--- src/rtl/seg7_pkg.sv ---
// Shared types and constants for the four-digit seven-segment scanner.
package seg7_pkg;

  typedef enum logic {
    BLANK = 1'b0,
    SHOW  = 1'b1
  } state_e;

  localparam logic [6:0] SEG_OFF = 7'h7F;

  // Active-low {g,f,e,d,c,b,a} patterns, entry n is hex digit n.
  localparam logic [15:0][6:0] SEG_LUT = {
    7'h0E, 7'h06, 7'h21, 7'h46, 7'h03, 7'h08, 7'h10, 7'h00,
    7'h78, 7'h02, 7'h12, 7'h19, 7'h30, 7'h24, 7'h79, 7'h40
  };

endpackage

--- src/rtl/seg7_hex_decode.sv ---
// Combinational hex nibble to active-low seven-segment pattern.
module seg7_hex_decode
  import seg7_pkg::*;
(
  input  logic [3:0] hex_i,
  output logic [6:0] seg_o
);

  assign seg_o = SEG_LUT[hex_i];

endmodule

--- src/rtl/seg7_scan.sv ---
// Four-digit multiplexed seven-segment scanner with blanking gaps between slots.
// Optional build macro LEADING_ZERO_BLANK_EN suppresses leading zeros on digits 3..1.
module seg7_scan
  import seg7_pkg::*;
#(
  parameter int unsigned BLANK_CYCLES = 16
) (
  input  logic        CLK,
  input  logic        RST_N,
  input  logic        SCAN_CLK,
  input  logic [15:0] DIGITS,
  input  logic [3:0]  DP_EN,
  output logic [3:0]  AN,
  output logic [6:0]  SEG,
  output logic        DP
);

  localparam logic [7:0] BCNT_LOAD = 8'(BLANK_CYCLES - 1);

  state_e     state_q, state_d;
  logic [1:0] idx_q, idx_d;
  logic [7:0] bcnt_q, bcnt_d;
  logic       scan_q;
  logic [3:0] an_q, an_d;
  logic [6:0] seg_q, seg_d;
  logic       dp_q, dp_d;

  logic       tick;
  logic [3:0] nibble;
  logic [6:0] seg_dec;
  logic [6:0] seg_sel;

  assign tick   = SCAN_CLK & ~scan_q;
  assign nibble = DIGITS[{idx_q, 2'b00} +: 4];

  seg7_hex_decode u_dec (
    .hex_i (nibble),
    .seg_o (seg_dec)
  );

`ifdef LEADING_ZERO_BLANK_EN
  logic [15:0] upper;
  logic        lead_zero;

  // Digit n and every digit above it are zero exactly when DIGITS >> 4n is zero.
  assign upper     = DIGITS >> {idx_q, 2'b00};
  assign lead_zero = (idx_q != 2'd0) && (upper == 16'h0000);
  assign seg_sel   = lead_zero ? SEG_OFF : seg_dec;
`else
  assign seg_sel   = seg_dec;
`endif

  always_comb begin
    state_d = state_q;
    idx_d   = idx_q;
    bcnt_d  = bcnt_q;
    an_d    = an_q;
    seg_d   = seg_q;
    dp_d    = dp_q;
    case (state_q)
      SHOW: begin
        if (tick) begin
          state_d = BLANK;
          an_d    = '1;
          seg_d   = SEG_OFF;
          dp_d    = 1'b1;
          bcnt_d  = BCNT_LOAD;
          idx_d   = idx_q + 2'd1;
        end
      end
      BLANK: begin
        if (bcnt_q != '0) begin
          bcnt_d = bcnt_q - 8'd1;
        end else begin
          state_d = SHOW;
          an_d    = ~(4'b0001 << idx_q);
          seg_d   = seg_sel;
          dp_d    = ~DP_EN[idx_q];
        end
      end
    endcase
  end

  always_ff @(posedge CLK) begin
    if (!RST_N) begin
      state_q <= BLANK;
      idx_q   <= '0;
      bcnt_q  <= BCNT_LOAD;
      scan_q  <= 1'b1;
      an_q    <= '1;
      seg_q   <= SEG_OFF;
      dp_q    <= 1'b1;
    end else begin
      state_q <= state_d;
      idx_q   <= idx_d;
      bcnt_q  <= bcnt_d;
      scan_q  <= SCAN_CLK;
      an_q    <= an_d;
      seg_q   <= seg_d;
      dp_q    <= dp_d;
    end
  end

  assign AN  = an_q;
  assign SEG = seg_q;
  assign DP  = dp_q;

endmodule
--- config.mk ---
export PLATFORM = sky130hd
export DESIGN_NAME = seg7_scan
export DESIGN_NICKNAME = d
export VERILOG_FILES = /design/src/rtl/seg7_pkg.sv /design/src/rtl/seg7_hex_decode.sv /design/src/rtl/seg7_scan.sv
export SDC_FILE = /design/constraint.sdc
export NUM_CORES = 1
export LEC_CHECK = 0
export ABC_AREA = 1
export CAP_MARGIN = 20
export CELL_PAD_IN_SITES_DETAIL_PLACEMENT = 0
export CELL_PAD_IN_SITES_GLOBAL_PLACEMENT = 2
export CORE_ASPECT_RATIO = 2
export CORE_MARGIN = 1.5
export CORE_UTILIZATION = 25
export CTS_BUF_LIST = sky130_fd_sc_hd__clkbuf_16
export DETAILED_ROUTE_END_ITERATION = 7
export GPL_ROUTABILITY_DRIVEN = 0
export HOLD_SLACK_MARGIN = 0.1
export PLACE_DENSITY = 0.86
export SLEW_MARGIN = 40
export SYNTH_ARGS = -nofsm -noshare
export SYNTH_HDL_FRONTEND = slang
export SYNTH_SLANG_ARGS = --single-unit
--- constraint.sdc ---
create_clock -name CLK -period 1.59 [get_ports CLK]
set_input_delay 0.159 -clock CLK [delete_from_list [all_inputs] [get_ports CLK]]
set_output_delay 0.159 -clock CLK [all_outputs]
set_load 0.005 [all_outputs]
==> results.md <==
- Slew HR: 81.47%
- Peak supply drop: 321.3 uV
- Worst-Skew Late Latency: 0.26 ns
- Ys Warns: 0
- CP top delay family: simple AND/OR/NAND/NOR gates
- Worst Setup Start Kind: flop
- Syn nets: 284
- Util after Layout: 40.06%
- CTS Buffer Depth: 2
- Die Wd: 60.84 um
- CTS tree: done
- Via/cell ratio: 4.397
- GRT overflow: 0
- Antenna Nets Post-Route: 0
- Adder-Cell Fraction of Synth Area: 8.227%
- NumNets Final: 349
- CTS Sinks: 24
- Crit end category: flop
- Fmax: 636.3 MHz
- DP Wirelength: 3698 um
- Wirelength per Cell: 12.02 um
- CTS root buf: clkbuf_16
- Largest family of logic cells by synthesized area: simple AND/OR/NAND/NOR gates
- Register bit total from synthesis: 24
- Combinational fraction of design power: 15.9%
- IO Count: 35
- Post-Synth Simple-Gate Area: 47.64%
- Rows: 42
- Register area share after synthesis: 28.72%
- Slew Viols, Final: 0
- Routed WL: 4819 um
- Clock Pin Slew Worst Setup and Hold Paths: 0.06 ns
- WP buf/inv: 4
- Filler cells: 680
- Total number of vias: 1763
- WP data required: 1.80 ns
- Mux share of post-synthesis cell area: 0%
- Die height: 118.7 um
- Post-synthesis compound-gate area fraction: 3.366%
- PortBufs: 34
- Final hold violation count: 0
- Tcrit/Tclk final: 98.84%
- Switching pwr: 325.8 uW
- Total Power: 1376 uW
- Cell-internal power: 1050 uW
- Core area: 0.006569 sq mm
- CTS buffer count: 3
- Max cap viols: 0
- CP max-delay cell: dfxtp_4
- CP peak stage delay: 0.39 ns
- Global-route wire length before repair: 7603 um
- Pin count of the biggest net entering global routing: 20
- Post-synthesis area per instance: 6.691 sq um
- Clock skew: 0.004621 ns
- Crit path cell chain: inv_4, buf_12, nand2_4, nand3_4, nand2_4, inv_4, ha_4, inv_2, nand3_2, or2_1, nand3_2, nand2_1, nand2_1
- Share of layout cells above drive strength 1: 29.71%
- Switching share of power: 23.69%
- Initial DRT Pass Iterations: 4
- Status: finished, final reports clean
- Slew @ Worst Pin: 0.2770 ns
- Starting Density: 25.47%
- Die area: 0.007221 sq mm
- Mapped Area: 0.001673 sq mm
- Reg power frac: 44.3%
- Worst Path Arrival: 1.78 ns
- Initial DRC count: 55
- LEAKAGE: 0.001251 uW
- PwrDens: 522.8 mW/mm^2
- Xor/xnor share of the synthesized area: 2.618%
- Multi-input combinational cell area: 0.001206 sq mm
- Kind of critical path: reg -> reg
- Drt drc: 0
- Area delta synth->final: 57.29%
- Initial antenna violation count: 0
- Hold Crit Class: reg -> reg
- Final worst path period need: 1.572 ns
- Final setup violation count: 0
- CTS H-tree depth: 1
- Gate Count Post-Synth: 250
- RSZ-0062 raised after global routing: yes
- CP Max Fanout: 4
- Diode count: 0
- Vias in the first global route: 1746
- Clock power share: 39.8%
- Reg area: 488.0 sq um
- Hold-fix buffers, CTS: 0
- Tot GR Track Use: 14.09%
- Post-synth cell types: 25
## per-layer routing
layer  vias to the layer above  GRT usage [%]  routed length (um)
met3                        11         0.4376                  72
li1                        913              -                   -
met2                        29          27.62                2916
met1                       810          12.34                1594
met4                         0          9.511                 235
met5                         -              0                   0
## Yosys cell counts (all sizes together)
| cell type | instances | area share [%] |
|---|---|---|
| inv | 30 | 6.9 |
| buf | 4 | 1.9 |
| or2 | 3 | 1.1 |
| nand4 | 1 | 1.3 |
| nor2 | 17 | 4.7 |
| a21oi | 3 | 0.90 |
| ha | 11 | 8.2 |
| dfxtp | 24 | 29 |
| o21ai | 7 | 2.1 |
| nand3 | 49 | 18 |
| clkbuf | 3 | 0.67 |
| nand2 | 92 | 23 |
| xor2 | 5 | 2.6 |
| o22ai | 1 | 0.37 |
## cells by family (layout without fill, tap and decap cells)
family                     count (synthesis)  in the layout
DFF                                       24             24
buffers and inverters                     37             99
xor gates and xnor gates                   5              5
AOI/OAI and AO/OA                         11             11
adders and majority gates                 11             11
and+or+nand+nor                          162            163
## worst register-to-register path, cell delays in order (launching register included)
cell and delay [ns]:
dfxtp_4 0.39, inv_4 0.06, buf_12 0.12, nand2_4 0.05
nand3_4 0.07, nand2_4 0.10, inv_4 0.05, ha_4 0.16
inv_2 0.06, nand3_2 0.06, or2_1 0.24, nand3_2 0.07
nand2_1 0.05, nand2_1 0.04
## registers in the layout, summed over array words and instances (netlist names)
name	cells
bcnt_q	8
SEG	7
AN	4
idx_q	2
DP	1
scan_q	1
state_q	1
## per-stage QoR
stage / cell area (sq um) / setup TNS [ns] / setup slack (ns) / hold WS [ns] / instances
2_1_floorplan: 1678 / 0 / 0.02279 / 0.2656 / 250
3_3_place_gp: 2268 / -1.151 / -0.2018 / 0.4338 / 386
3_5_place_dp: 2268 / -1.264 / -0.2083 / 0.4485 / 386
4_1_cts: 2410 / -0.02979 / -0.02201 / 0.4595 / 390
5_1_grt: 2631 / -0.3366 / -0.09331 / 0.4778 / 401
6_report: 2631 / 0 / 0.01846 / 0.4522 / 401
## layout make-up
cell class              instances  share of cell area, %
flip-flops and latches         24                  18.54
repair buffers                 66                  23.92
multi-input cells             190                  45.84
clock buffers                   3                  2.853
well taps                      88                  4.185
inverters                      30                  4.660
## layout by cell type (no fill, tap or decap), types with 4 or more instances in the layout
| cell type | count |
|---|---|
| nand2_1 | 77 |
| clkdlybuf4s50_1 | 34 |
| nand3_1 | 33 |
| buf_4 | 26 |
| dfxtp_1 | 22 |
| inv_1 | 18 |
| nor2_1 | 14 |
| nand3_2 | 11 |
| nand2_4 | 8 |
| nand2_2 | 8 |
| inv_2 | 8 |
| o21ai_0 | 6 |
| nand3_4 | 5 |
| xor2_1 | 5 |
| ha_1 | 5 |
| inv_4 | 4 |
| ha_4 | 4 |
## path summary, 6_finish.rpt
path | endpoint | cells past startpoint | slack (ns) | start
worst min register to register | bcnt_q[6] | 2 | 0.45 | bcnt_q[6]
worst max-delay path | SEG[2] | 13 | 0.02 | idx_q[0]
worst min-delay path | bcnt_q[6] | 2 | 0.45 | bcnt_q[6]
worst max register to register | SEG[2] | 13 | 0.02 | idx_q[0]
## repair_timing
action | CTS | global route
setup endpoints to repair | 7 | 19
gates resized for setup | 17 | 31
buffers inserted | 2 | 10
pin swaps | 2 | 10
endpoints found under the hold margin | 0 | 0
cloned | 0 | 1
## power by group through the flow
stage	clock, uW	combinational, uW	sequential [uW]
6_report	547	219	610
5_1_grt	584	244	610
3_5_place_dp	0	184	627
4_1_cts	581	194	610
2_1_floorplan	0	97.0	626
3_3_place_gp	0	185	626
Note: power is estimated with default switching activity, not from simulation.
